**config.mk**
```make
export PLATFORM = sky130hd
export DESIGN_NAME = cn_msg_expander
export DESIGN_NICKNAME = d
export VERILOG_FILES = /design/src/rtl/cn_msg_expander.sv
export SDC_FILE = /design/constraint.sdc
export NUM_CORES = 1
export LEC_CHECK = 0
export CORE_MARGIN = 2
export CORE_UTILIZATION = 30
export DETAILED_ROUTE_END_ITERATION = 7
export PLACE_DENSITY = 0.63
export SYNTH_ARGS = -nofsm -noshare
export SYNTH_HDL_FRONTEND = slang
export SYNTH_SLANG_ARGS = --single-unit
```
**constraint.sdc**
```tcl
create_clock -name clk -period 5.9 [get_ports clk]
set_input_delay 0.885 -clock clk [delete_from_list [all_inputs] [get_ports clk]]
set_output_delay 0.885 -clock clk [all_outputs]
set_load 0.05 [all_outputs]
```
**src/rtl/cn_msg_expander.sv**
```systemverilog
// Check-node output stage: expands a compressed min-sum result into Wc sign-magnitude
// edge messages, streamed P per beat. Optional macro OFFSET_MS_EN enables offset min-sum.
module cn_msg_expander #(
  parameter int W      = 6,
  parameter int Wc     = 32,
  parameter int P      = 8,
  parameter int OFFSET = 1
) (
  input  logic             clk,
  input  logic             rst,
  input  logic             in_valid,
  output logic             in_ready,
  input  logic [W-2:0]     in_min1,
  input  logic [W-2:0]     in_min2,
  input  logic [4:0]       in_idx,
  input  logic [Wc-1:0]    in_signs,
  output logic             out_valid,
  input  logic             out_ready,
  output logic [P*W-1:0]   out_msg,
  output logic [1:0]       out_beat,
  output logic             out_last
);

  localparam int NBEATS = Wc / P;
  localparam logic [W-2:0] OFF = (W-1)'(OFFSET);
`ifdef OFFSET_MS_EN
  localparam bit OFS_EN = 1'b1;
`else
  localparam bit OFS_EN = 1'b0;
`endif

  typedef enum logic {IDLE, STREAM} state_t;

  state_t         state, state_nx;
  logic [1:0]     beat, beat_nx;
  logic [W-2:0]   min1_q, min2_q;
  logic [4:0]     idx_q;
  logic [Wc-1:0]  signs_q;
  logic           parity_q;
  logic           last, accept;
  logic [P-1:0]   beat_signs;
  logic [P*W-1:0] slot_msg;

  assign last   = (state == STREAM) && (beat == 2'(NBEATS-1));
  // Ready in STREAM only on the accepted last beat, giving bubble-free back-to-back packets.
  assign in_ready = rst && ((state == IDLE) || (last && out_ready));
  assign accept = in_valid && in_ready;

  always_ff @(posedge clk) begin
    if (!rst) begin
      state    <= IDLE;
      beat     <= '0;
      min1_q   <= '0;
      min2_q   <= '0;
      idx_q    <= '0;
      signs_q  <= '0;
      parity_q <= 1'b0;
    end else begin
      state <= state_nx;
      beat  <= beat_nx;
      if (accept) begin
        min1_q   <= in_min1;
        min2_q   <= in_min2;
        idx_q    <= in_idx;
        signs_q  <= in_signs;
        parity_q <= ^in_signs;
      end
    end
  end

  always_comb begin
    state_nx = state;
    beat_nx  = beat;
    case (state)
      IDLE: begin
        if (accept) begin
          state_nx = STREAM;
          beat_nx  = '0;
        end
      end
      STREAM: begin
        if (out_ready) begin
          if (last) begin
            beat_nx = '0;
            if (!accept) state_nx = IDLE;
          end else begin
            beat_nx = beat + 2'd1;
          end
        end
      end
      default: begin
        state_nx = IDLE;
        beat_nx  = '0;
      end
    endcase
  end

  assign beat_signs = P'(signs_q >> (32'(beat) * 32'(P)));

  for (genvar j = 0; j < P; j++) begin : g_slot
    logic [31:0]  edge_no;
    logic [W-2:0] mag_raw, mag;
    assign edge_no = 32'(beat) * 32'(P) + 32'(j);
    assign mag_raw = (edge_no == 32'(idx_q)) ? min2_q : min1_q;
    assign mag     = !OFS_EN ? mag_raw : ((mag_raw < OFF) ? '0 : mag_raw - OFF);
    assign slot_msg[j*W +: W] = {parity_q ^ beat_signs[j], mag};
  end

  always_comb begin
    out_valid = (state == STREAM);
    out_last  = last;
    out_beat  = (state == STREAM) ? beat : '0;
    out_msg   = (state == STREAM) ? slot_msg : '0;
  end

endmodule

```
### Word level (Yosys, flattened, before mapping)

Index checks and enable logic that the tools add are counted.

| storage, ports and cells | value |
|---|---|
| bits in registers | 51 |
| input bits | 51 |
| output and inout port bits | 53 |
| logic and storage cells | 61 |

| cells by class | value |
|---|---|
| $add $sub $neg | 8 |
| equal/unequal tests | 11 |
| shift operators | 1 |
| multiplexer cells | 18 |
| bitwise operators | 9 |
| reduce and logical (&&, ||, !) cells | 7 |

Operators with widths:

| kind | number |
|---|---|
| two-way mux 48 bit | 1 |
| == test 6 x 5 -> 1 bit | 7 |
| two-way mux 5 bit | 8 |
| XOR reduction 32 bit | 1 |
| right shift 32 x 5 -> 8 bit | 1 |
| adder 5 x 3 -> 6 bit (second input constant) | 4 |
| adder 5 x 2 -> 6 bit (second input constant) | 2 |
| two-way mux 2 bit | 4 |
| bitwise XOR 1 bit | 8 |
| adder 5 x 1 -> 6 bit (second input constant) | 1 |
| == test 5 bit | 1 |
| logical AND 1 bit | 4 |
| inequality test 2 bit (second input constant) | 2 |
| case mux 2 bit (2 select lines) | 1 |
| two-way mux 1 bit | 3 |
| adder 2 x 1 -> 2 bit (second input constant) | 1 |
| == test 2 bit (second input constant) | 1 |
| case mux 1 bit (2 select lines) | 1 |
| AND reduction 2 bit | 1 |
| logical OR 1 bit | 1 |
| NOT 1 bit | 1 |

### Longest topological paths before layout

Gate-level depths: netlist of run 1.

| logic depth | value |
|---|---|
| depth after elaboration | 10 |
| gate-level depth with buffers | 8 |
| gate-level depth less buffers | 6 |

### Worst setup path before layout of run 1

OpenSTA, ideal clock, no wires.

| timing path | value |
|---|---|
| kind | flip-flop to output port |
| start | register state (netlist: out_valid) |
| end | output out_msg[25] |
| arrival | 2.266 ns |
| required time | 5.015 ns |
| path slack | 2.749 ns |
| stages on the path, launching flop included | 4 |
| path buffers | 2 |
| cell sequence | dfxtp_1 buf_2 clkbuf_1 a21boi_0 |

| on the way | value |
|---|---|
| longest elaborated chain between the ends | 1 |

RTL lines:

| element | RTL line | text |
|---|---|---|
| start, declared | 34 | `state_t state, state_nx;` |
| start signal, assigned | 59 | `state <= state_nx;` |
| two-way mux 48 bit | 113 | `out_msg = (state == STREAM) ? slot_msg : '0;` |
| end, declared | 19 | `output logic [P*W-1:0] out_msg,` |

Every way passes these cells.

### Final worst setup path of run 1

| timing path | value |
|---|---|
| start | register beat[0] |
| end | output out_msg[16] |

| on the way | value |
|---|---|
| longest elaborated chain between the ends | 4 |

RTL lines:

| element | RTL line | text |
|---|---|---|
| start, declared | 35 | `logic [1:0] beat, beat_nx;` |
| start signal, assigned | 60 | `beat <= beat_nx;` |
| adder 5 x 2 -> 6 bit | 103 | `assign edge_no = 32'(beat) * 32'(P) + 32'(j);` |
| == test 6 x 5 -> 1 bit | 104 | `assign mag_raw = (edge_no == 32'(idx_q)) ? min2_q : min1_q;` |
| two-way mux 5 bit | 104 |  |
| two-way mux 48 bit | 113 |  |

Every way passes these cells.

==> results of run 1 <==
[worst paths after layout]
| kind | startpoint | end | slack, ps | cells past startpoint |
|---|---|---|---|---|
| worst max-delay path | beat[0]$_SDFFE_PN0P_ | out_msg[16] | 1640 | 6 |
| worst min-delay path | signs_q[9]$_SDFFE_PN0P_ | signs_q[9]$_SDFFE_PN0P_ | 460 | 2 |
| worst max register to register | beat[0]$_SDFFE_PN0P_ | signs_q[23]$_SDFFE_PN0P_ | 3600 | 7 |
| worst min register to register | signs_q[9]$_SDFFE_PN0P_ | signs_q[9]$_SDFFE_PN0P_ | 460 | 2 |
[critical path: cells and delay by family, from the launching register on]
family	cells	cell delay [ps]
xor+xnor	1	220
flops	1	820
mux	1	170
simple gates	3	1060
buf+inv	1	810
[stage by stage]
| step | total power, W | cells | worst slack, ps |
|---|---|---|---|
| final | 0.000953 | 620 | 1640 |
| after global routing | 0.00100 | 620 | 1360 |
| after CTS | 0.000962 | 620 | 1570 |
| after detailed placement | 0.000769 | 612 | 1910 |
| after global placement | 0.000766 | 612 | 1990 |
| after floorplan | 0.000652 | 408 | 2750 |
[registers in the layout, indices dropped and copies added (netlist names)]
register	flops
min1_q	5
min2_q	5
idx_q	5
signs_q	32
parity_q	1
out_valid	1
beat	2
[layer usage]
metal  track usage  wire (µm)
met5             0          0
met2         0.270       4170
met1         0.197       3960
met4        0.0238         55
met3        0.0285        549
[report_power, final]
group	leakage [nW]	internal (W)	switching, W
combinational	1.28	0.000158	0.000191
clock	0.0412	0.0000831	0.000111
sequential	0.420	0.000371	0.0000403
total	1.74	0.000612	0.000341
[cell families after synthesis]
| kind of cell | after synthesis | synth area share |
|---|---|---|
| AOI/OAI and AO/OA | 10 | 0.0217 |
| adders and majority gates | 1 | 0.00388 |
| and+or+nand+nor | 221 | 0.327 |
| muxes | 44 | 0.168 |
| DFF | 51 | 0.317 |
| buffers and inverters | 39 | 0.0485 |
| xor gates and xnor gates | 42 | 0.114 |
[synthesized netlist by cell type (all sizes together)]
library cell	number	area, µm²
clkbuf	26	97.6
nor2	5	23.8
xnor2	28	245
nand3	55	275
nand4b	1	8.76
mux4	8	180
dfxtp	51	1020
and2	13	81.3
nor3	2	20.0
or2	1	6.26
o21a	1	7.51
xor2	14	123
nand2	106	398
a21boi	7	52.6
mux2i	36	360
ha	1	12.5
nand3b	1	7.51
or4	1	7.51
inv	1	3.75
o21ai	2	10.0
nor2b	36	225
buf	12	55.1
[final cells by class]
type	count	area share
inverters	1	0.000858
flip-flops and latches	51	0.233
clock buffers	6	0.0166
clock inverters	2	0.00286
repair buffers	106	0.240
well taps	136	0.0389
multi-input cells	318	0.468
==> flow_metrics.py, run 1 <==
metrics = {
    "placed_design": {
        "io_buffers": 103,
        "placedInstanceArea_um2": 4290,
        "globalplace.congestion": 0.817,
        "dp_hpwl_um": 6430,
    },
    "critical_path": {
        "cp_slowest_cell": "dfxtp_1",
        "start_kind": "register",
        "path_class": "register to output pin",
        "cp_cell_sequence": "xor2_1 -> or2_0 -> or4_1 -> mux2i_1 -> nor2b_1 -> clkdlybuf4s50_1",
        "required_ps": 5020,
        "cp_max_fo": 13,
        "max_stage_delay_ps": 820,
        "crit_path_end_kind": "output pin",
        "cp_data_arrival_time_ps": 3380,
    },
    "clocking": {
        "clockRootBuffer": "clkbuf_8",
        "numCtsBuffers": 5,
        "cts_tree": "yes",
        "htreeDepth": 2,
        "clkSinkCount": 51,
        "cts_setup_buffers": 0,
        "clk_latency_ps": 300,
        "cts_max_path_buffers": 2,
        "post_cts_resized": 0,
        "clk_pin_slew_ps": 90,
        "hold_buffers": 0,
    },
    "cells_and_area": {
        "nNetsFinal": 535,
        "diodes": 0,
        "drive_above_1_share": 0.0475,
        "final_common_cell": "nand2_1",
        "multi_input_area_um2": 2040,
        "final_area_um2": 4370,
        "seqCellArea_um2": 1020,
        "final_cell_mix": "106 x nand2_1, 102 x clkdlybuf4s50_1, 55 x nand3_1",
        "area_delta_synth_final_pct": 35.7,
        "nFillCells": 1103,
        "final_core_util": 0.422,
    },
    "grt": {
        "track_usage": 0.153,
        "grt_pass1_wl_um": 14300,
        "antenna_found_initial": 0,
        "grt_pass1_vias": 2860,
        "overflow": 0,
        "grt_start_max_net_pins": 53,
    },
    "worst_hold_path": {
        "hp-class": "register to register",
    },
    "synthesis": {
        "ys_types": 24,
        "ys_seq_area_frac": 0.317,
        "synth_warnings": 0,
        "synth_area_um2": 3220,
        "synth_nets": 460,
        "synth.ff_latch_count": 51,
        "syn-instance-count": 408,
        "avgSynthCellArea_um2": 7.90,
    },
    "sta": {
        "hold_viol": 0,
        "setup_viol": 0,
        "clock-skew-final_ps": 6.74,
        "clock.fmax_ghz": 0.235,
        "max_slew_margin": 0.388,
        "setup_tns_ps": 0,
        "worst_pin_slew_ps": 918,
        "drv_slew": 0,
        "rsz0062_at_grt": "false",
        "whs_ps": 457,
        "timing.final.crit_share": 0.722,
        "min_period_ps": 4260,
    },
    "floorplanning": {
        "start_util": 0.311,
        "dieArea_um2": 11600,
        "die_y_um": 108,
        "num_io_pins": 104,
        "rows": 37,
        "coreArea_um2": 10400,
        "die_w_um": 108,
    },
    "run": {
        "drv_cap": 0,
    },
    "route": {
        "viasPerCell": 4.73,
        "drc_errors": 0,
        "vias": 2931,
        "drt_pre_antenna_iters": 4,
        "ant_nets": 0,
        "wl_per_cell_um": 14.1,
        "routed_wl_um": 8740,
        "first_iter_violations": 113,
    },
    "pwr": {
        "peakVddDrop_mv": 0.109,
        "power_leakage_nw": 1.74,
        "p_per_area_nw_per_um2": 218,
    },
    "outcome": {
        "status": "finished, final reports clean",
    },
}
No activity file was read; power rests on OpenSTA's default activity.
==> inputs of run 2 (changes only) <==
- clock period: 5.9 -> 4.4 ns (I/O delays scaled with it)
==> flow_metrics.py, run 2 (same netlist as run 1, synthesis figures left out) <==
metrics = {
    "outcome": {
        "status": "finished, final reports clean",
    },
    "pwr": {
        "sw_frac_of_total": 0.348,
        "peakVddDrop_mv": 0.195,
        "power_frac_seq": 0.410,
        "internal-power_w": 0.000883,
        "p_per_area_nw_per_um2": 306,
        "comb_power_share": 0.345,
        "clock_power_share": 0.245,
        "power_leakage_nw": 1.77,
        "p_sw_w": 0.000470,
    },
    "sta": {
        "worst_pin_slew_ps": 1060,
        "setup_viol": 0,
        "whs_ps": 460,
        "rsz0062_at_grt": "false",
        "setup_tns_ps": 0,
        "clock.fmax_ghz": 0.272,
        "min_period_ps": 3670,
        "hold_viol": 0,
        "max_slew_margin": 0.294,
        "timing.final.crit_share": 0.834,
        "clock-skew-final_ps": 15.1,
        "drv_slew": 0,
    },
    "clocking": {
        "clk_latency_ps": 300,
        "htreeDepth": 2,
        "post_cts_resized": 0,
        "cts_tree": "yes",
        "clockRootBuffer": "clkbuf_8",
        "hold_buffers": 0,
        "cts_setup_buffers": 0,
        "clk_pin_slew_ps": 100,
        "clkSinkCount": 51,
        "numCtsBuffers": 5,
        "cts_max_path_buffers": 2,
    },
    "route": {
        "met1Wirelength_um": 4140,
        "drc_errors": 0,
        "wl_per_cell_um": 14.1,
        "vias": 2957,
        "routed_wl_um": 8790,
        "ant_nets": 0,
        "viasPerCell": 4.75,
        "dr_wl_met2_um": 4160,
        "route.met3.wl_um": 474,
        "first_iter_violations": 115,
        "top_layer": "met4",
        "drt_pre_antenna_iters": 4,
    },
    "cells_and_area": {
        "final_cell_mix": "106 x nand2_1, 102 x clkdlybuf4s50_1, 55 x nand3_1",
        "instances_no_fill": 623,
        "largest_reg_flops": 32,
        "nNetsFinal": 538,
        "area_delta_synth_final_pct": 37.2,
        "final_core_util": 0.426,
        "final_area_um2": 4420,
        "nFillCells": 1099,
        "final_common_cell": "nand2_1",
        "largest_register": "signs_q",
        "diodes": 0,
        "drive_above_1_share": 0.0534,
    },
    "grt": {
        "grt_start_max_net_pins": 53,
        "grt_pass1_wl_um": 14300,
        "antenna_found_initial": 0,
        "overflow": 0,
        "track_usage": 0.153,
        "grt_pass1_vias": 2915,
    },
    "worst_hold_path": {
        "hp-class": "register to register",
    },
    "floorplanning": {
        "rows": 37,
        "start_util": 0.311,
        "num_io_pins": 104,
        "dieArea_um2": 11600,
        "die_y_um": 108,
        "coreArea_um2": 10400,
        "die_w_um": 108,
    },
    "placed_design": {
        "placedInstanceArea_um2": 4310,
        "dp.cells": 615,
        "io_buffers": 103,
        "globalplace.congestion": 0.834,
        "dp_hpwl_um": 6510,
    },
    "critical_path": {
        "start_kind": "register",
        "cp_max_fo": 13,
        "required_ps": 3740,
        "cp_data_arrival_time_ps": 3010,
        "path_class": "register to output pin",
        "crit_path_end_kind": "output pin",
    },
    "run": {
        "drv_cap": 0,
    },
}
## run 2: changes by cell type in the layout (fill, tap and decap cells not counted), sizes merged
cell,before,now
clkinvlp,1,0
buf,4,7
bufinv,0,1
inv,1,2
clkinv,1,0
## run 2: metal layers
layer | up-vias | global-route usage
met5 | - | 0
met3 | 2 | 0.0291
met1 | 1376 | 0.197
li1 | 1480 | -
met4 | 0 | 0.0165
met2 | 99 | 0.275
## run 2: worst paths after layout
path                            slack, ps  cells past startpoint               startpoint                       to
worst min-delay path                  460                      2  signs_q[3]$_SDFFE_PN0P_  signs_q[3]$_SDFFE_PN0P_
worst max register to register       1690                      6     out_valid$_SDFF_PN0_    parity_q$_SDFFE_PN0P_
worst min register to register        460                      2  signs_q[3]$_SDFFE_PN0P_  signs_q[3]$_SDFFE_PN0P_
worst max-delay path                  730                      6     beat[1]$_SDFFE_PN0P_              out_msg[30]
## run 2: layout make-up
type | instances | area, µm² | share of cell area
multi-input combinational | 318 | 2040 | 0.462
timing repair buffer | 109 | 1070 | 0.242
sequential | 51 | 1020 | 0.231
tap | 136 | 170 | 0.0385
clock buffer | 6 | 72.6 | 0.0164
clock inverter | 2 | 38.8 | 0.00877
inverter | 1 | 3.75 | 0.000849
## run 2: power by group through the flow
stage,sequential (W),combinational [W],clock [W]
3_5_place_dp,0.000566,0.000469,0
6_report,0.000555,0.000467,0.000331
4_1_cts,0.000555,0.000472,0.000340
5_1_grt,0.000562,0.000504,0.000362
2_1_floorplan,0.000521,0.000354,0
3_3_place_gp,0.000564,0.000467,0
## run 2: stage by stage
step           setup slack, ps  power [W]
2_1_floorplan             1470   0.000875
3_3_place_gp              1100    0.00103
3_5_place_dp               980    0.00103
4_1_cts                    651    0.00137
5_1_grt                    501    0.00143
6_report                   728    0.00135
## run 2: worst max-delay path, stage by stage, from the launching register on
cell and delay, ps:
dfxtp_1 740, xnor2_1 210, nand3_1 150, nor3_2 500, mux2i_1 180, nor2b_1 130
clkdlybuf4s50_1 810
==> inputs of run 3 (changes only) <==
- clock period: 4.4 -> 3.8 ns (I/O delays scaled with it)
==> flow_metrics.py, run 3 (same netlist as run 1, synthesis figures left out) <==
metrics = {
    "critical_path": {
        "required_ps": 3230,
        "max_stage_delay_ps": 810,
        "path_class": "register to output pin",
        "reg2reg_setup_slack_ps": 1820,
        "r2r-end": "signs_q[11]$_SDFFE_PN0P_",
        "cp_data_arrival_time_ps": 2740,
        "start_kind": "register",
        "r2r_start": "beat[1]$_SDFFE_PN0P_",
        "crit_path_end_kind": "output pin",
        "crit_start": "beat[0]$_SDFFE_PN0P_",
        "reg2regPathDepth": 8,
        "cp_max_fo": 8,
        "cp_cell_sequence": "xor2_1 -> nor2_1 -> nand3b_1 -> mux2i_1 -> nor2b_1 -> clkdlybuf4s50_1",
        "cp_slowest_cell": "clkdlybuf4s50_1",
    },
    "cells_and_area": {
        "drive_above_1_share": 0.0676,
        "diodes": 0,
        "multi_input_area_um2": 2040,
        "largest_register": "signs_q",
        "largest_reg_flops": 32,
        "area_delta_synth_final_pct": 37.1,
        "final_area_um2": 4420,
        "seqCellArea_um2": 1020,
        "instances_no_fill": 624,
        "nNetsFinal": 539,
        "final_cell_mix": "106 x nand2_1, 97 x clkdlybuf4s50_1, 55 x nand3_1",
        "nFillCells": 1091,
        "final_core_util": 0.426,
        "final_common_cell": "nand2_1",
    },
    "pwr": {
        "power_leakage_nw": 1.79,
        "peakVddDrop_mv": 0.189,
        "p_per_area_nw_per_um2": 351,
        "finalPower_w": 0.00155,
    },
    "floorplanning": {
        "start_util": 0.311,
        "coreArea_um2": 10400,
        "rows": 37,
        "dieArea_um2": 11600,
        "die_w_um": 108,
        "die_y_um": 108,
        "num_io_pins": 104,
    },
    "worst_hold_path": {
        "hp-class": "register to register",
        "whs_endpoint": "signs_q[3]$_SDFFE_PN0P_",
        "hold_start": "signs_q[3]$_SDFFE_PN0P_",
        "min_path_cells": 2,
    },
    "clocking": {
        "htreeDepth": 2,
        "numCtsBuffers": 5,
        "clk_latency_ps": 300,
        "cts_setup_buffers": 0,
        "clk_pin_slew_ps": 90,
        "hold_buffers": 0,
        "cts_tree": "yes",
        "cts_max_path_buffers": 2,
        "clkSinkCount": 51,
        "post_cts_resized": 0,
        "clockRootBuffer": "clkbuf_8",
    },
    "grt": {
        "grt_pass1_wl_um": 14300,
        "grt_pass1_vias": 2906,
        "track_usage": 0.154,
        "antenna_found_initial": 0,
        "overflow": 0,
        "grt_start_max_net_pins": 52,
    },
    "route": {
        "ant_nets": 0,
        "drc_errors": 0,
        "routed_wl_um": 8710,
        "drt_pre_antenna_iters": 4,
        "wl_per_cell_um": 14.0,
        "first_iter_violations": 89,
        "viasPerCell": 4.69,
        "vias": 2925,
    },
    "placed_design": {
        "dp_hpwl_um": 6420,
        "io_buffers": 103,
        "placedInstanceArea_um2": 4310,
        "globalplace.congestion": 0.812,
        "dp.cells": 616,
    },
    "sta": {
        "worst_pin_slew_ps": 666,
        "min_period_ps": 3310,
        "timing.final.crit_share": 0.870,
        "drv_slew": 0,
        "hold_viol": 0,
        "clock.fmax_ghz": 0.302,
        "clock-skew-final_ps": 4.67,
        "max_slew_margin": 0.553,
        "rsz0062_at_grt": "false",
        "setup_tns_ps": 0,
        "setup_viol": 0,
    },
    "run": {
        "drv_cap": 0,
    },
    "outcome": {
        "status": "finished, final reports clean",
    },
}
## run 3: layout make-up
type	count	area share
Timing Repair Buffer	110	0.241
Inverter	1	0.000850
Multi-Input combinational cell	318	0.463
Clock buffer	5	0.0156
Sequential cell	51	0.231
Tap cell	136	0.0385
Clock inverter	3	0.00991
## run 3: how the worst max path moves through the flow
| stage | to | slack, ps | cells past startpoint |
|---|---|---|---|
| 2_1_floorplan | out_msg[25] | 960 | 3 |
| 3_3_place_gp | out_msg[8] | 880 | 6 |
| 3_5_place_dp | out_msg[1] | 790 | 6 |
| 4_1_cts | out_msg[1] | 440 | 6 |
| 5_1_grt | out_msg[1] | 250 | 6 |
| 6_report | out_msg[1] | 490 | 6 |
## run 3: per-stage QoR
step | setup slack, ps | hold WS [ps]
global placement | 883 | 441
CTS | 445 | 462
detailed placement | 793 | 445
finish | 493 | 456
global route | 251 | 473
floorplan | 964 | 431
## run 3: per-layer routing
| metal | GRT usage | vias up | part of all wire |
|---|---|---|---|
| met5 | 0 | - | 0 |
| met4 | 0.0348 | 0 | 0.0091 |
| met3 | 0.0230 | 9 | 0.052 |
| met2 | 0.273 | 88 | 0.48 |
| met1 | 0.196 | 1342 | 0.46 |
| li1 | - | 1486 | - |
## run 3: power by group
group / total (W) / internal (W) / switching (W)
Clock: 0.000375 / 0.000196 / 0.000179
Combinational: 0.000541 / 0.000247 / 0.000294
Sequential: 0.000636 / 0.000575 / 0.0000606
Total: 0.00155 / 0.00102 / 0.000533
## run 3: worst max-delay path, delay by kind of cell, from the launching register on
kind | cells | cell delay (ps)
DFF | 1 | 330
muxes | 1 | 210
buffers and inverters | 1 | 810
xor gates and xnor gates | 1 | 180
and+or+nand+nor | 3 | 890
